--- config.mk ---
export PLATFORM = sky130hd
export DESIGN_NAME = state_frame_watcher
export DESIGN_NICKNAME = d
export VERILOG_FILES = /design/src/rtl/state_frame_watcher.sv
export SDC_FILE = /design/constraint.sdc
export NUM_CORES = 1
export LEC_CHECK = 0
export BUFFER_PORTS_ARGS = -buffer_cell sky130_fd_sc_hd__clkbuf_2
export CORE_ASPECT_RATIO = 1.25
export CORE_UTILIZATION = 30
export CTS_CLUSTER_SIZE = 28
export DETAILED_ROUTE_END_ITERATION = 8
export HOLD_SLACK_MARGIN = 0.02
export SLEW_MARGIN = 0
export SYNTH_ARGS = -nofsm -noshare
export SYNTH_HDL_FRONTEND = slang
export SYNTH_SLANG_ARGS = --single-unit
export TNS_END_PERCENT = 20
--- constraint.sdc ---
create_clock -name clk -period 9.6 [get_ports clk]
set_input_delay 0.96 -clock clk [delete_from_list [all_inputs] [get_ports clk]]
set_output_delay 0.96 -clock clk [all_outputs]
set_load 0.1 [all_outputs]
--- src/rtl/state_frame_watcher.sv ---
// Framed UART state watcher: ID, length, payload -> committed state register.
// Define STATE_FRAME_CHECKSUM_EN to require a trailing XOR checksum byte per frame.
module state_frame_watcher #(
  parameter logic [7:0]                 module_id      = 8'h00,
  parameter logic [7:0]                 BCAST_ID       = 8'hFF,
  parameter int                         STATE_BYTES    = 4,
  parameter logic [8*STATE_BYTES-1:0]   DEFAULT_STATE  = '0,
  parameter int                         TIMEOUT_CYCLES = 1000000
) (
  input  logic                       clk,
  input  logic                       reset,
  input  logic                       Rx_ready,
  input  logic [7:0]                 Rx_data,
  output logic [8*STATE_BYTES-1:0]   state,
  output logic                       state_change,
  output logic                       frame_error,
  output logic                       busy
);

  localparam int         SW  = 8 * STATE_BYTES;
  localparam int         CW  = $clog2(TIMEOUT_CYCLES + 1);
  localparam logic [7:0] SB8 = 8'(STATE_BYTES);
  localparam logic [CW-1:0] TMO_LAST = CW'(TIMEOUT_CYCLES - 1);

`ifdef STATE_FRAME_CHECKSUM_EN
  typedef enum logic [2:0] {S_IDLE, S_LEN, S_PAYLOAD, S_SKIP, S_CHECK} fsm_t;
`else
  typedef enum logic [1:0] {S_IDLE, S_LEN, S_PAYLOAD, S_SKIP} fsm_t;
`endif

  fsm_t            fsm_reg, fsm_next;
  logic            rx_ready_q;
  logic            strobe;
  logic            hit_reg, hit_next;
  logic [7:0]      len_reg, len_next;
  logic [3:0]      idx_reg, idx_next;
  logic [8:0]      rem_reg, rem_next;
  logic [CW-1:0]   tmo_reg, tmo_next;
  logic [SW-1:0]   shadow_reg, shadow_next;
  logic [SW-1:0]   state_reg, state_next;
  logic            change_reg, change_next;
  logic            error_reg, error_next;
  logic            busy_reg, busy_next;
  logic            commit, error;
`ifdef STATE_FRAME_CHECKSUM_EN
  logic [7:0]      csum_reg, csum_next;
`endif

  assign strobe = Rx_ready & ~rx_ready_q;

  // State register
  always_ff @(posedge clk or posedge reset) begin
    if (reset) begin
      fsm_reg    <= S_IDLE;
      rx_ready_q <= 1'b0;
      hit_reg    <= 1'b0;
      len_reg    <= '0;
      idx_reg    <= '0;
      rem_reg    <= '0;
      tmo_reg    <= '0;
      shadow_reg <= '0;
      state_reg  <= DEFAULT_STATE;
      change_reg <= 1'b0;
      error_reg  <= 1'b0;
      busy_reg   <= 1'b0;
`ifdef STATE_FRAME_CHECKSUM_EN
      csum_reg   <= '0;
`endif
    end else begin
      fsm_reg    <= fsm_next;
      rx_ready_q <= Rx_ready;
      hit_reg    <= hit_next;
      len_reg    <= len_next;
      idx_reg    <= idx_next;
      rem_reg    <= rem_next;
      tmo_reg    <= tmo_next;
      shadow_reg <= shadow_next;
      state_reg  <= state_next;
      change_reg <= change_next;
      error_reg  <= error_next;
      busy_reg   <= busy_next;
`ifdef STATE_FRAME_CHECKSUM_EN
      csum_reg   <= csum_next;
`endif
    end
  end

  // Next-state logic; an accept in the same cycle as the timeout takes priority
  always_comb begin
    fsm_next    = fsm_reg;
    hit_next    = hit_reg;
    len_next    = len_reg;
    idx_next    = idx_reg;
    rem_next    = rem_reg;
    shadow_next = shadow_reg;
    commit      = 1'b0;
    error       = 1'b0;
`ifdef STATE_FRAME_CHECKSUM_EN
    csum_next   = csum_reg;
`endif
    if (strobe) begin
      case (fsm_reg)
        S_IDLE: begin
          hit_next = (Rx_data == module_id) || (Rx_data == BCAST_ID);
          fsm_next = S_LEN;
`ifdef STATE_FRAME_CHECKSUM_EN
          csum_next = Rx_data;
`endif
        end
        S_LEN: begin
          len_next = Rx_data;
`ifdef STATE_FRAME_CHECKSUM_EN
          csum_next = csum_reg ^ Rx_data;
`endif
          if (Rx_data == 8'd0) begin
            error    = 1'b1;
            fsm_next = S_IDLE;
          end else if (hit_reg && (Rx_data > SB8)) begin
            error    = 1'b1;
            rem_next = {1'b0, Rx_data};
            fsm_next = S_SKIP;
          end else if (hit_reg) begin
            idx_next = '0;
            fsm_next = S_PAYLOAD;
          end else begin
`ifdef STATE_FRAME_CHECKSUM_EN
            rem_next = {1'b0, Rx_data} + 9'd1;
`else
            rem_next = {1'b0, Rx_data};
`endif
            fsm_next = S_SKIP;
          end
        end
        S_PAYLOAD: begin
          shadow_next[8*idx_reg +: 8] = Rx_data;
          idx_next = idx_reg + 4'd1;
`ifdef STATE_FRAME_CHECKSUM_EN
          csum_next = csum_reg ^ Rx_data;
`endif
          if (({4'b0, idx_reg} + 8'd1) == len_reg) begin
`ifdef STATE_FRAME_CHECKSUM_EN
            fsm_next = S_CHECK;
`else
            commit   = 1'b1;
            fsm_next = S_IDLE;
`endif
          end
        end
`ifdef STATE_FRAME_CHECKSUM_EN
        S_CHECK: begin
          if (Rx_data == csum_reg) commit = 1'b1;
          else                     error  = 1'b1;
          fsm_next = S_IDLE;
        end
`endif
        S_SKIP: begin
          rem_next = rem_reg - 9'd1;
          if (rem_reg == 9'd1) fsm_next = S_IDLE;
        end
        default: fsm_next = S_IDLE;
      endcase
    end else if ((fsm_reg != S_IDLE) && (tmo_reg == TMO_LAST)) begin
      error       = 1'b1;
      shadow_next = '0;
      fsm_next    = S_IDLE;
    end

    if (strobe || (fsm_reg == S_IDLE) || (fsm_next == S_IDLE)) tmo_next = '0;
    else                                                        tmo_next = tmo_reg + CW'(1);
  end

  // Output logic: registered pulses and busy flag
  always_comb begin
    change_next = commit;
    error_next  = error;
    busy_next   = (fsm_next != S_IDLE);
  end

  // Only bytes covered by the frame length are replaced on commit
  genvar gi;
  generate
    for (gi = 0; gi < STATE_BYTES; gi++) begin : g_byte
      assign state_next[8*gi +: 8] = (commit && (8'(gi) < len_reg)) ?
                                     shadow_next[8*gi +: 8] : state_reg[8*gi +: 8];
    end
  endgenerate

  assign state        = state_reg;
  assign state_change = change_reg;
  assign frame_error  = error_reg;
  assign busy         = busy_reg;

endmodule

==> results.md <==
* Largest stage delay, worst path at 0.72 ns
* Multi-input logic area at 0.00235 mm²
* FMAX at 0.322 GHz
* Antenna violations before repair at 0
* Post-CTS setup buffer count at 0
* Iteration-0 DRC Markers at 248
* PD cells at 245 mW/mm²
* Peak supply drop at 98.7 µV
* Sequential cell area at 0.00280 mm²
* Via count at 3769
* First-pass GRT wire length at 20.2 mm
* Global route overflow at 0
* Clock Sinks at 112
* Number of synthesized flops with an enable pin at 0
* Fill count at 1719
* Area delta synth->final at 12.1%
* Die Wd at 122 µm
* Switching Fraction at 0.386
* Internal cell power at 0.000908 W
* DR pass1 iterations at 6
* CTS tree: done
* Vias per cell at 5.05
* Max Fanout on Critical Path at 16
* Post-synthesis net count at 502
* Crit-path slowest cell: nor4b_4
* Number of distinct library cells after synthesis at 73
* Max cap viols at 0
* Total Power at 0.00148 W
* Setup violators final at 0
* TNS Setup at 0 ns
* Clk_lat worst skew at 0.35 ns
* Die ar. at 0.0185 mm²
* Synthesized instance count at 485
* Final nets at 535
* Vias in the first global route at 3855
* Clock network power share at 0.247
* RSZ-0062 raised after global routing: false
* Antenna-violating nets left at 0
* Core Region at 0.0175 mm²
* CTS Hold Bufs at 0
* Drt drc at 0
* Min-Delay Path Class: flop to flop
* Top_reg_cell synth: dfrtp_1
* Largest net degree at the start of global routing at 71
* Hold Violations, Final at 0
* DR WL/cell at 16.2 µm
* Antenna Cells at 0
* Io pins at 46
* Pleak at 2.74 nW
* Worst Setup Start Kind: flop
* Layout cells sized above 1 at 0.220
* Worst Path Required at 9.83 ns
* Starting Density at 0.308
* Worst path bufs/invs at 0
* Clock Path Buffers at 2
* Status: finished clean
* Mapped Avg Cell Area at 11.1 µm²
* Setup crit end kind: flop
* Resized cells post-CTS at 0
* Row cnt at 54
* CP arrival at 3.33 ns
* Logic pwr share at 0.309
* Cell Area, Synth at 0.00539 mm²
* Asr flop ratio synth at 1.00
* Htree depth at 3
* Slew Limit Fails at 0
* Min cycle time layout at 3.10 ns
* Hold_ws at 0.485 ns
* Slew @ Worst Pin at 1.06 ns
* Post-synthesis sequential area ratio at 0.520
* Die Ht at 152 µm
* Final Skew at 0.00611 ns
* Cell family with most CP delay: simple AND/OR/NAND/NOR gates
* Final HPWL DP at 8.46 mm
* Total CTS buffers at 9
* Clock Pin Slew Worst Setup and Hold Paths at 0.07 ns
* Gr usage total at 0.138
* Setup slack, reg-to-reg at 6.50 ns
* GP Congestion at 0.802
* Register share of total power at 0.443
* Synth Warn # at 0
* Port bufs at 45
* Flops & latches, synth at 112
* CP cell instances: or3_1 -> ha_1 -> or3b_2 -> nor4b_4 -> o31ai_1 -> mux2_1
* Routed wire length at 12.1 mm
* P_sw at 0.000572 W
* Final Cycle Share at 0.323
* Slew HR at 0.291
* Crit Path Class: flop to flop
* Root Driver: clkbuf_16
power by group through the flow:
stage	Sequential, W	Clock, W	Combinational [W]
detailed placement	0.000663	0	0.000460
global placement	0.000660	0	0.000448
CTS	0.000655	0.000377	0.000463
finish	0.000655	0.000366	0.000458
global route	0.000670	0.000394	0.000502
floorplan	0.000725	0	0.000302
per-layer routing:
metal  up-vias  GRT usage  share of wire
li1       1786          -              -
met4         0     0.0470          0.019
met1      1916      0.171           0.44
met5         -          0              0
met3        14     0.0285          0.033
met2        53      0.236           0.51
kinds of logic after synthesis:
family                     count (synthesis)  synth area share
adders and majority gates                  7            0.0158
buffers and inverters                     45            0.0436
muxes                                     41            0.0917
DFF                                      112             0.520
and+or+nand+nor                          159             0.163
AOI/OAI and AO/OA                         96             0.124
xor gates and xnor gates                  25            0.0420
synth_stat cells (all sizes together) (4+ instances only):
master	count	area [µm²]
o2bb2ai	8	70.1
nand3	12	60.1
o31ai	8	65.1
and2	4	25.0
clkbuf	11	41.3
nor4	5	67.6
nor2b	5	31.3
buf	14	119
nand2b	4	25.0
ha	6	75.1
nor2	33	124
nand4	8	50.1
xnor2	9	78.8
a21oi	15	75.1
o22ai	4	25.0
dfrtp	112	2800
nand2	49	184
inv	20	75.1
xor2	16	148
mux2	40	484
or3	5	31.3
o21ai	29	145
a22o	9	78.8
nor3	10	55.1
cell usage in the layout (no fill, tap or decap), types with 4 or more instances in the layout:
master / Yosys / routed
a21oi_1: 15 / 15
a22o_1: 9 / 9
and2_1: 4 / 4
clkbuf_16: 0 / 9
clkbuf_2: 0 / 45
dfrtp_1: 112 / 112
ha_1: 6 / 6
inv_1: 20 / 19
mux2_1: 7 / 7
mux2_2: 24 / 24
mux2_4: 9 / 9
nand2_1: 49 / 49
nand2b_1: 4 / 4
nand3_1: 12 / 12
nand4_1: 8 / 8
nor2_1: 33 / 33
nor2b_1: 5 / 5
nor3_1: 9 / 9
o21ai_0: 19 / 18
o21ai_1: 10 / 11
o22ai_1: 4 / 4
o2bb2ai_1: 8 / 8
o31ai_1: 7 / 7
or3_1: 5 / 5
xnor2_1: 9 / 9
xor2_1: 15 / 15
layout make-up:
type,count,area share
repair buffers,47,0.0397
flip-flops and latches,112,0.464
clock buffers,10,0.0395
well taps,224,0.0464
inverters,20,0.0128
multi-input cells,328,0.389
clock inverters,6,0.00849
worst paths after layout:
| check | startpoint | end | cells past startpoint |
|---|---|---|---|
| hold reg to reg | tmo_reg[0] | tmo_reg[0] | 1 |
| setup reg to reg | idx_reg[2] | state[31] | 6 |
| hold / removal | tmo_reg[0] | tmo_reg[0] | 1 |
| min in group asynchronous | reset | state[30] | 2 |
| max in group asynchronous | reset | shadow_reg[26] | 3 |
| setup / recovery | idx_reg[2] | state[31] | 6 |
worst reg2reg max path: stages, from the launching register on:
cell,delay (ns)
dfrtp_1,0.50
or3_1,0.41
ha_1,0.35
or3b_2,0.49
nor4b_4,0.72
o31ai_1,0.19
mux2_1,0.33
through the flow:
step	instance area (µm²)	cells	utilization	setup WS (ns)
2_1_floorplan	5390	485	-	5.68
3_3_place_gp	5750	731	0.329	6.52
3_5_place_dp	5750	731	0.329	6.38
4_1_cts	6040	747	0.345	6.46
5_1_grt	6040	747	0.345	6.30
6_report	6040	747	0.345	6.50
Note: power is estimated with default switching activity, not from simulation.
